`src/rtl/stack_datapath.sv`:
```
// Stack-processor execution datapath: LIFO operand stack, two operand
// registers (temp1/temp2) and a combinational ALU fed from those registers.
module stack_datapath #(
  parameter int WIDTH = 16,
  parameter int DEPTH = 16
) (
  input  logic             clk,
  input  logic             reset,
  input  logic             en_pilha,
  input  logic             wren,
  input  logic             controle_pilha,
  input  logic             load_temp1,
  input  logic             load_temp2,
  input  logic [WIDTH-1:0] din_UC,
  input  logic [4:0]       opcode,
  output logic [WIDTH-1:0] dout,
  output logic [WIDTH-1:0] tos,
  output logic [WIDTH-1:0] alu_out,
  output logic             full,
  output logic             empty
);

  localparam int AW   = $clog2(DEPTH);
  localparam int SP_W = AW + 1;

  logic [WIDTH-1:0] mem [DEPTH];
  logic [SP_W-1:0]  sp;
  logic [SP_W-1:0]  sp_dec;
  logic [AW-1:0]    top_idx;
  logic [WIDTH-1:0] temp1;
  logic [WIDTH-1:0] temp2;
  logic [WIDTH-1:0] push_data;
  logic             push_ok;
  logic             pop_op;

  function automatic logic [WIDTH-1:0] alu_op(input logic [4:0]       op,
                                              input logic [WIDTH-1:0] a,
                                              input logic [WIDTH-1:0] b);
    logic [WIDTH-1:0] r;
    r = '0;
    case (op)
      5'b00000: r = a;
      5'b00001: r = b;
      5'b00100: r = a + b;
      5'b00101: r = a - b;
      5'b00110: r = a & b;
      5'b00111: r = a | b;
      5'b01000: r = a ^ b;
      5'b01001: r = ~a;
      5'b01010: r = {a[WIDTH-2:0], 1'b0};
      5'b01011: r = {1'b0, a[WIDTH-1:1]};
      default:  r = '0;
    endcase
    return r;
  endfunction

  assign sp_dec    = sp - SP_W'(1);
  assign top_idx   = sp_dec[AW-1:0];
  assign full      = (sp == SP_W'(DEPTH));
  assign empty     = (sp == '0);
  assign tos       = empty ? '0 : mem[top_idx];
  assign alu_out   = alu_op(opcode, temp1, temp2);
  assign push_data = controle_pilha ? alu_out : din_UC;
  assign push_ok   = en_pilha && wren && !full;
  assign pop_op    = en_pilha && !wren;

  // Temps capture the pre-edge dout, so a pop and a load in one cycle load the old value.
  always_ff @(posedge clk or negedge reset) begin
    if (!reset) begin
      sp    <= '0;
      dout  <= '0;
      temp1 <= '0;
      temp2 <= '0;
    end else begin
      if (load_temp1) temp1 <= dout;
      if (load_temp2) temp2 <= dout;
      if (push_ok) begin
        sp <= sp + SP_W'(1);
      end else if (pop_op) begin
        if (!empty) begin
          dout <= mem[top_idx];
          sp   <= sp_dec;
        end else begin
          dout <= '0;
        end
      end
    end
  end

  // Stack storage is not reset; SP alone defines which entries are live.
  always_ff @(posedge clk) begin
    if (push_ok) mem[sp[AW-1:0]] <= push_data;
  end

endmodule

```
`config.mk`:
```
export PLATFORM = sky130hd
export DESIGN_NAME = stack_datapath
export DESIGN_NICKNAME = d
export VERILOG_FILES = /design/src/rtl/stack_datapath.sv
export SDC_FILE = /design/constraint.sdc
export NUM_CORES = 1
export LEC_CHECK = 0
export CAP_MARGIN = 20
export CORE_MARGIN = 3
export CORE_UTILIZATION = 35
export CTS_CLUSTER_DIAMETER = 30
export CTS_CLUSTER_SIZE = 24
export DETAILED_ROUTE_END_ITERATION = 7
export GPL_ROUTABILITY_DRIVEN = 0
export HOLD_SLACK_MARGIN = 0.1
export PLACE_DENSITY = 0.58
export SKIP_LAST_GASP = 1
export SYNTH_ARGS = -nofsm -noshare
export SYNTH_HDL_FRONTEND = slang
export SYNTH_SLANG_ARGS = --single-unit
```
`constraint.sdc`:
```
create_clock -name clk -period 10.1 [get_ports clk]
set_input_delay 2.02 -clock clk [delete_from_list [all_inputs] [get_ports clk]]
set_output_delay 2.02 -clock clk [all_outputs]
set_load 0.02 [all_outputs]
```
## Word-level counts from Yosys, hierarchy flattened

Memories as Yosys holds them, arrays and structs flattened.
Index checks and enable logic that the tools add are counted.

| word-level totals | value |
|---|---|
| output and inout bits | 50 |
| memories | 1 |
| input bits | 28 |
| memory bits (writable) | 256 |
| register bits | 53 |
| word-level logic and storage cells | 43 |

| operators by class | value |
|---|---|
| bitwise logic cells | 5 |
| reduce and logical (&&, ||, !) cells | 10 |
| muxes and demuxes | 8 |
| add/subtract/negate cells | 4 |
| equality and inequality tests | 11 |

Memory list:

| name | depth | bits a word | read ports | clocked after Yosys merged registers in | write ports | RTL line | RTL |
|---|---|---|---|---|---|---|---|
| mem | 16 | 16 | 1 | 0 | 1 | 26 | `logic [WIDTH-1:0] mem [DEPTH];` |

Operators by type and width:

| operator | number |
|---|---|
| $pmux W16 S10 | 1 |
| $mux W16 | 2 |
| $eq A5 B3 Y1 const B | 4 |
| $eq A5 B4 Y1 const B | 4 |
| $add A16 B16 Y16 | 1 |
| $and A16 B16 Y16 | 1 |
| $not A16 Y16 | 1 |
| $or A16 B16 Y16 | 1 |
| $sub A16 B16 Y16 | 1 |
| $xor A16 B16 Y16 | 1 |
| $mux W5 | 3 |
| $logic_not A5 Y1 | 2 |
| $add A5 B1 Y5 const B | 1 |
| $eq A5 B1 Y1 const B | 1 |
| $eq A5 B5 Y1 const B | 1 |
| $sub A5 B1 Y5 const B | 1 |
| $reduce_and A2 Y1 | 2 |
| $logic_and A1 B1 Y1 | 3 |
| $logic_not A1 Y1 | 2 |
| $mux W1 | 2 |
| $ne A2 B1 Y1 const B | 1 |
| $reduce_bool A2 Y1 | 1 |
| $not A1 Y1 | 1 |

## Depth between registers and ports, before layout

Gate-level depths: netlist (run 1).

| depth | value |
|---|---|
| word-level depth | 5 |
| gate-level depth with buffers | 14 |
| depth with buffers taken out | 12 |

## Worst setup path after synthesis (run 1)

OpenSTA, ideal clock, no wires.

| timing path | value |
|---|---|
| path type | input-to-output |
| start | input opcode[0] |
| end | output alu_out[14] |
| data arrival time | 4.937 ns |
| setup slack | 3.143 ns |
| required time | 8.080 ns |
| stages on the path | 14 |
| path through | clkbuf_1 nor2b_1 nand3_1 clkbuf_1 nand2_1 xnor2_1 ha_1 clkbuf_1 a21oi_1 o21ai_0 a221o_1 a221oi_1 mux2_2 nand2_1 |

| on the way | value |
|---|---|
| longest elaborated chain between the ends | 2 |

RTL lines:

| item | RTL line | RTL |
|---|---|---|
| start, declared | 15 | `input logic [4:0] opcode,` |
| $eq A5 B4 Y1, or another cell as far along | 41 | `case (op)` |
| $pmux W16 S10 * | 41 |  |
| end, declared | 18 | `output logic [WIDTH-1:0] alu_out,` |

Mark *: on every way between the ends. The rest lies on a longest branch, timed or not.

## Worst setup path in the final report (run 1)

| timing path | value |
|---|---|
| start | input opcode[3] |
| end | output alu_out[14] |

Same word-level chain as after synthesis.

==> impl_metrics.env, run 1 <==
export IMPL_insertion_delay_ps=560
export IMPL_cts_tree="built"
export IMPL_design_final_nets=1229
export IMPL_post_drt_via_cell_ratio=5.46
export IMPL_io_pins=78
export IMPL_yosysWarningCount=0
export IMPL_drt_total_wl_um=39100
export IMPL_slew_headroom=0.288
export IMPL_hold_class="register to register"
export IMPL_timing_final_crit_share=0.833
export IMPL_total_leakage_power_nw=6.75
export IMPL_tightest_slew_ps=1060
export IMPL_power_frac_seq=0.278
export IMPL_globalRouteTotalUtil=0.176
export IMPL_postCtsSetupRepairBufs=0
export IMPL_finalSetupTns_ps=0
export IMPL_final_cell_mix="256 x sky130_fd_sc_hd__edfxtp_1, 104 x sky130_fd_sc_hd__nand2_1, 76 x sky130_fd_sc_hd__clkdlybuf4s50_1"
export IMPL_synth_cell_types=64
export IMPL_global_route_peak_usage_layer="met2"
export IMPL_drtPass1Iterations=5
export IMPL_final_hold_viol_count=0
export IMPL_syn_num_nets=1108
export IMPL_grt_max_degree=54
export IMPL_setup_viol=0
export IMPL_finalHoldWorstSlack_ps=512
export IMPL_root_buffer="sky130_fd_sc_hd__clkbuf_16"
export IMPL_timing_reg2reg_worst_path_depth=12
export IMPL_layout_commonest_cell="sky130_fd_sc_hd__edfxtp_1"
export IMPL_final_setup_skew_ps=40.6
export IMPL_globalRoute_totalOverflow=0
export IMPL_critical_path_required_ps=8080
export IMPL_clock_tree_buffer_depth=3
export IMPL_dp_slack_ps=1740
export IMPL_dpl_hpwl_um=25600
export IMPL_setup_worst_path_class="input port to output port"
export IMPL_fmax_mhz=119
export IMPL_timing_critical_path_from="opcode[3]"
export IMPL_vdd_drop_max_mv=0.190
export IMPL_groute_layer_met2_usage=0.284
export IMPL_cell_area_placed_um2=16300
export IMPL_netlist_top_cells_area="sky130_fd_sc_hd__edfxtp_1 52%, sky130_fd_sc_hd__mux4_2 9.8%, sky130_fd_sc_hd__dfrtp_1 9.0%"
export IMPL_grt_met1_usage=0.243
export IMPL_setup_worst_path_start_class="input port"
export IMPL_syn_area_per_cell_um2=14.3
export IMPL_cp_arrival_ps=6390
export IMPL_design_core_area_um2=41200
export IMPL_min_delay_path_depth=1
export IMPL_status="complete, no violations"
export IMPL_cts_num_sinks=309
export IMPL_wl_per_cell_um=22.6
export IMPL_setup_worst_path_end_class="output port"
export IMPL_postLayoutSetupSlackWorst_ps=1690
export IMPL_placementRows=74
export IMPL_synth_seq_cells=309
export IMPL_layout_cells_sized_above_1=0.205
export IMPL_initial_core_utilization=0.357
export IMPL_grt_setup_unrepaired="false"
export IMPL_vias=9433
export IMPL_r2r_start="temp2[4]$_DFFE_PN0P_"
export IMPL_final_area_um2=18500
export IMPL_area_used_by_sequential_logic_in_the_layout_um2=9020
export IMPL_chipHeight_um=211
export IMPL_areaGrowthSynthToFinish_pct=25.8
export IMPL_antenna_violating_nets_post_route=0
export IMPL_power_frac_comb=0.402
export IMPL_power_frac_clock=0.320
export IMPL_timing_final_crit_period_ps=8410
export IMPL_switching_power_mw=2.37
export IMPL_p_per_area_nw_per_um2=351
export IMPL_die_area_um2=44500
export IMPL_post_route_drc_count=0
export IMPL_worstHoldStart="sp[4]$_DFFE_PN0P_"
export IMPL_antenna_found_initial=0
export IMPL_multiInputGateArea_um2=5370
export IMPL_synth_largest_type_area_fraction=0.523
export IMPL_htree_levels=3
export IMPL_cap_viol_max_count=0
export IMPL_antennaDiodeCount=0
export IMPL_numPortBuffers=77
export IMPL_cp_max_fo=14
export IMPL_synth_edff_count=256
export IMPL_post_cts_resized_instances=0
export IMPL_netlist_top_cell_by_area="sky130_fd_sc_hd__edfxtp_1"
export IMPL_grt_pass1_wl_um=59200
export IMPL_grt_pass1_vias=9464
export IMPL_clkSlewWorstSetupHoldPaths_ps=50
export IMPL_num_fill_cells=3610
export IMPL_yosys_most_used_dff="sky130_fd_sc_hd__edfxtp_1"
export IMPL_cell_internal_pwr_mw=4.13
export IMPL_die_w_um=211
export IMPL_cts_buffers=66
export IMPL_post_layout_total_power_mw=6.49
export IMPL_synth_seq_area_share=0.613
export IMPL_detailedRoute_firstIterationViolations=726
export IMPL_switching_share_of_power=0.364
export IMPL_async_reset_ff_frac=0.172
export IMPL_post_synth_instance_area_um2=14700
export IMPL_grt_util_met3=0.0302
export IMPL_hold_buffers=0
export IMPL_timing_final_max_slew_violations=0
export IMPL_postSynthCellCount=1026
==> worst max-delay path, stage by stage <==
cell	delay (ps)
sky130_fd_sc_hd__clkdlybuf4s50_1	630
sky130_fd_sc_hd__nor2_1	330
sky130_fd_sc_hd__nand3_1	460
sky130_fd_sc_hd__nand2_1	210
sky130_fd_sc_hd__xnor2_1	140
sky130_fd_sc_hd__ha_1	340
sky130_fd_sc_hd__a21oi_1	250
sky130_fd_sc_hd__o21ai_0	210
sky130_fd_sc_hd__a221o_1	360
sky130_fd_sc_hd__a221oi_1	340
sky130_fd_sc_hd__mux2_2	410
sky130_fd_sc_hd__nand2_1	80
sky130_fd_sc_hd__clkdlybuf4s50_1	620
==> power groups by stage <==
stage	combinational [mW]	clock (mW)	sequential, mW
5_1_grt	2.83	2.18	1.83
4_1_cts	2.64	2.11	1.81
6_report	2.61	2.08	1.81
2_1_floorplan	1.76	0	1.73
3_3_place_gp	2.61	0	1.83
3_5_place_dp	2.62	0	1.83
==> cells by family (layout without fill, tap and decap cells) <==
group           Yosys count  after routing  share of synthesized area
simple gates            233            233                     0.0738
buf+inv                 104            274                     0.0277
fa+ha+maj                54             54                     0.0465
mux                     113            113                      0.132
flops                   309            309                      0.613
xor+xnor                 30             30                     0.0179
compound gates          183            183                     0.0891
==> final timing paths <==
kind | slack (ps) | endpoint
min in group asynchronous | 1640 | dout[5]$_DFFE_PN0P_
min | 510 | sp[4]$_DFFE_PN0P_
max in group asynchronous | 7870 | sp[0]$_DFFE_PN0P_
max | 1690 | alu_out[14]
min reg2reg | 510 | sp[4]$_DFFE_PN0P_
max reg2reg | 5740 | mem[12][14]$_DFFE_PP_
==> final cells by class <==
type	count	share of cell area
Multi-Input combinational cell	613	0.290
Inverter	43	0.00872
Tap cell	532	0.0360
Clock buffer	80	0.0965
Sequential cell	309	0.487
Timing Repair Buffer	114	0.0580
Clock inverter	37	0.0231
==> flip-flops by register name, summed over array words and instances, names as in the netlist <==
register and flops:
sp 5, dout 16, temp2 16, mem 256, temp1 16
==> per-stage QoR <==
stage / instances / util
global placement: 1605 / 0.394
CTS: 1728 / 0.449
floorplan: 1026 / -
detailed placement: 1611 / 0.395
global route: 1728 / 0.449
finish: 1728 / 0.449
==> synthesized netlist by cell type (3+ instances only) <==
master                      count
sky130_fd_sc_hd__edfxtp_1     256
sky130_fd_sc_hd__nand2_1      104
sky130_fd_sc_hd__mux4_2        64
sky130_fd_sc_hd__o21ai_0       54
sky130_fd_sc_hd__dfrtp_1       53
sky130_fd_sc_hd__ha_1          53
sky130_fd_sc_hd__clkbuf_1      47
sky130_fd_sc_hd__inv_1         43
sky130_fd_sc_hd__nor2_1        42
sky130_fd_sc_hd__mux2i_1       39
sky130_fd_sc_hd__and3_1        28
sky130_fd_sc_hd__a21oi_1       22
sky130_fd_sc_hd__xnor2_1       22
sky130_fd_sc_hd__a32o_1        18
sky130_fd_sc_hd__a22oi_1       15
sky130_fd_sc_hd__buf_2         13
sky130_fd_sc_hd__nor3_1        13
sky130_fd_sc_hd__nand3_1       12
sky130_fd_sc_hd__mux2_2        10
sky130_fd_sc_hd__nand2b_1       9
sky130_fd_sc_hd__a31oi_1        8
sky130_fd_sc_hd__xor2_1         8
sky130_fd_sc_hd__a221oi_1       7
sky130_fd_sc_hd__a222oi_1       7
sky130_fd_sc_hd__a21o_1         6
sky130_fd_sc_hd__nand3b_1       5
sky130_fd_sc_hd__nand4_1        5
sky130_fd_sc_hd__o31ai_1        5
sky130_fd_sc_hd__a211oi_1       4
sky130_fd_sc_hd__a22o_1         4
sky130_fd_sc_hd__a211o_1        3
sky130_fd_sc_hd__a221o_1        3
sky130_fd_sc_hd__and2_1         3
sky130_fd_sc_hd__o211ai_1       3
sky130_fd_sc_hd__o2bb2ai_1      3
==> metal layers <==
| layer | part of all wire | wire (µm) |
|---|---|---|
| met1 | 0.44 | 17000 |
| met4 | 0.028 | 1110 |
| met2 | 0.48 | 18800 |
| met5 | 0 | 0 |
| met3 | 0.055 | 2150 |
No activity file was read; power rests on OpenSTA's default activity.
==> run 2: changes to the inputs <==
PLACE_DENSITY = 0.6   (was 0.58)
clock period = 7.6 ns   (was 10.1 ns; I/O delays follow)
==> run 2 against run 1 <==
  * Non-clock buffer count is 5 higher
  * Sequential power rose by 33%
  * Via count up 1.5%
  * Count of clock-buffer cells in the layout stayed put
  * Die area unchanged
  * Sequential share of layout area fell by 0.72 points
  * Critical path type unchanged
  * Clock skew decreased by 4.7 ps
==> impl_metrics.env, run 2 (synthesis results as in run 1) <==
export IMPL_grt_max_degree=54
export IMPL_vdd_drop_max_mv=0.251
export IMPL_setup_worst_path_class="input port to output port"
export IMPL_setup_worst_path_start_class="input port"
export IMPL_area_used_by_sequential_logic_in_the_layout_um2=9020
export IMPL_dp_slack_ps=503
export IMPL_numPortBuffers=77
export IMPL_chipHeight_um=211
export IMPL_timing_final_max_slew_violations=0
export IMPL_post_route_util=0.456
export IMPL_areaGrowthSynthToFinish_pct=27.7
export IMPL_grt_setup_unrepaired="false"
export IMPL_place_detailed_instances=1611
export IMPL_antennaDiodeCount=0
export IMPL_timing_reg2reg_setup_slack_ps=3220
export IMPL_grt_pass1_wl_um=60700
export IMPL_die_area_um2=44500
export IMPL_cts_tree="built"
export IMPL_cp_arrival_ps=5620
export IMPL_min_delay_path_depth=1
export IMPL_stdcell_count=1741
export IMPL_drt_total_wl_um=40100
export IMPL_clock_tree_buffer_depth=3
export IMPL_globalRoute_totalOverflow=0
export IMPL_largest_register_ff_count=256
export IMPL_worstHoldStart="sp[4]$_DFFE_PN0P_"
export IMPL_tightest_slew_ps=1080
export IMPL_layout_cells_sized_above_1=0.218
export IMPL_timing_final_crit_share=0.940
export IMPL_final_hold_viol_count=0
export IMPL_hold_class="register to register"
export IMPL_clkSlewWorstSetupHoldPaths_ps=50
export IMPL_timing_reg2reg_worst_path_depth=12
export IMPL_cap_viol_max_count=0
export IMPL_initial_core_utilization=0.357
export IMPL_cts_buffers=68
export IMPL_design_final_nets=1236
export IMPL_drtPass1Iterations=5
export IMPL_postCtsSetupRepairBufs=0
export IMPL_htree_levels=3
export IMPL_wl_per_cell_um=23.0
export IMPL_grt_pass1_vias=9747
export IMPL_postLayoutSetupSlackWorst_ps=459
export IMPL_globalRouteTotalUtil=0.180
export IMPL_timing_rr_end="mem[12][14]$_DFFE_PP_"
export IMPL_final_setup_skew_ps=35.8
export IMPL_layout_commonest_cell="sky130_fd_sc_hd__edfxtp_1"
export IMPL_total_leakage_power_nw=6.88
export IMPL_dpl_hpwl_um=26700
export IMPL_antenna_found_initial=0
export IMPL_placementRows=74
export IMPL_status="complete, no violations"
export IMPL_post_route_drc_count=0
export IMPL_fmax_mhz=140
export IMPL_sink_of_the_worst_hold_path="sp[4]$_DFFE_PN0P_"
export IMPL_post_cts_resized_instances=0
export IMPL_timing_final_crit_period_ps=7140
export IMPL_critical_path_required_ps=6080
export IMPL_p_per_area_nw_per_um2=477
export IMPL_post_drt_via_cell_ratio=5.50
export IMPL_antenna_violating_nets_post_route=0
export IMPL_insertion_delay_ps=560
export IMPL_slew_headroom=0.276
export IMPL_cp_max_fo=10
export IMPL_root_buffer="sky130_fd_sc_hd__clkbuf_16"
export IMPL_final_cell_mix="256 x sky130_fd_sc_hd__edfxtp_1, 104 x sky130_fd_sc_hd__nand2_1, 76 x sky130_fd_sc_hd__clkdlybuf4s50_1"
export IMPL_cts_num_sinks=309
export IMPL_setup_viol=0
export IMPL_num_fill_cells=3533
export IMPL_finalHoldWorstSlack_ps=514
export IMPL_setup_worst_path_end_class="output port"
export IMPL_multiInputGateArea_um2=5380
export IMPL_r2r_start="temp2[4]$_DFFE_PN0P_"
export IMPL_hold_buffers=0
export IMPL_die_w_um=211
export IMPL_design_core_area_um2=41200
export IMPL_detailedRoute_firstIterationViolations=881
export IMPL_io_pins=78
export IMPL_finalSetupTns_ps=0
export IMPL_vias=9573
## run 2: critical path: stages
cell	delay [ps]
sky130_fd_sc_hd__clkdlybuf4s50_1	570
sky130_fd_sc_hd__nor2b_1	220
sky130_fd_sc_hd__nand3_1	320
sky130_fd_sc_hd__buf_4	290
sky130_fd_sc_hd__o21ai_0	90
sky130_fd_sc_hd__xnor2_1	150
sky130_fd_sc_hd__ha_1	340
sky130_fd_sc_hd__a21oi_1	220
sky130_fd_sc_hd__inv_1	70
sky130_fd_sc_hd__a221o_1	350
sky130_fd_sc_hd__a221oi_1	380
sky130_fd_sc_hd__mux2_2	400
sky130_fd_sc_hd__nand2_1	90
sky130_fd_sc_hd__clkdlybuf4s50_1	600
## run 2: per-stage QoR
| stage | power, mW | instance area, µm² |
|---|---|---|
| after floorplan | 4.64 | 14700 |
| after global placement | 5.90 | 16200 |
| after detailed placement | 5.93 | 16300 |
| after CTS | 9.04 | 18700 |
| after global routing | 9.42 | 18800 |
| final | 8.96 | 18800 |
## run 2: layout make-up
class | count | area share
multi-input combinational | 613 | 0.287
clock inverter | 45 | 0.0335
clock buffer | 80 | 0.0951
inverter | 43 | 0.00859
timing repair buffer | 119 | 0.0604
tap | 532 | 0.0354
sequential | 309 | 0.480
## run 2: where the power goes
group	leakage [nW]	switching [mW]	total (mW)	internal, mW
clock	1.15	0.971	3.05	2.08
combinational	2.74	1.92	3.50	1.57
sequential	2.99	0.325	2.41	2.09
## run 2: metal layers
layer / GRT usage / share of wire / wire, µm
met4: 0.0543 / 0.022 / 902
met2: 0.304 / 0.49 / 19700
met3: 0.0339 / 0.063 / 2530
met1: 0.239 / 0.42 / 17000
met5: 0 / 0 / 0
## run 2: how the worst max path moves through the flow
stage,startpoint,to,slack (ps),cells after the start
after detailed placement,opcode[4],alu_out[14],500,14
after floorplan,opcode[0],alu_out[14],1640,14
after global placement,opcode[4],alu_out[14],510,14
after global routing,opcode[4],alu_out[14],310,14
after CTS,opcode[4],alu_out[14],490,14
final,opcode[4],alu_out[14],460,14
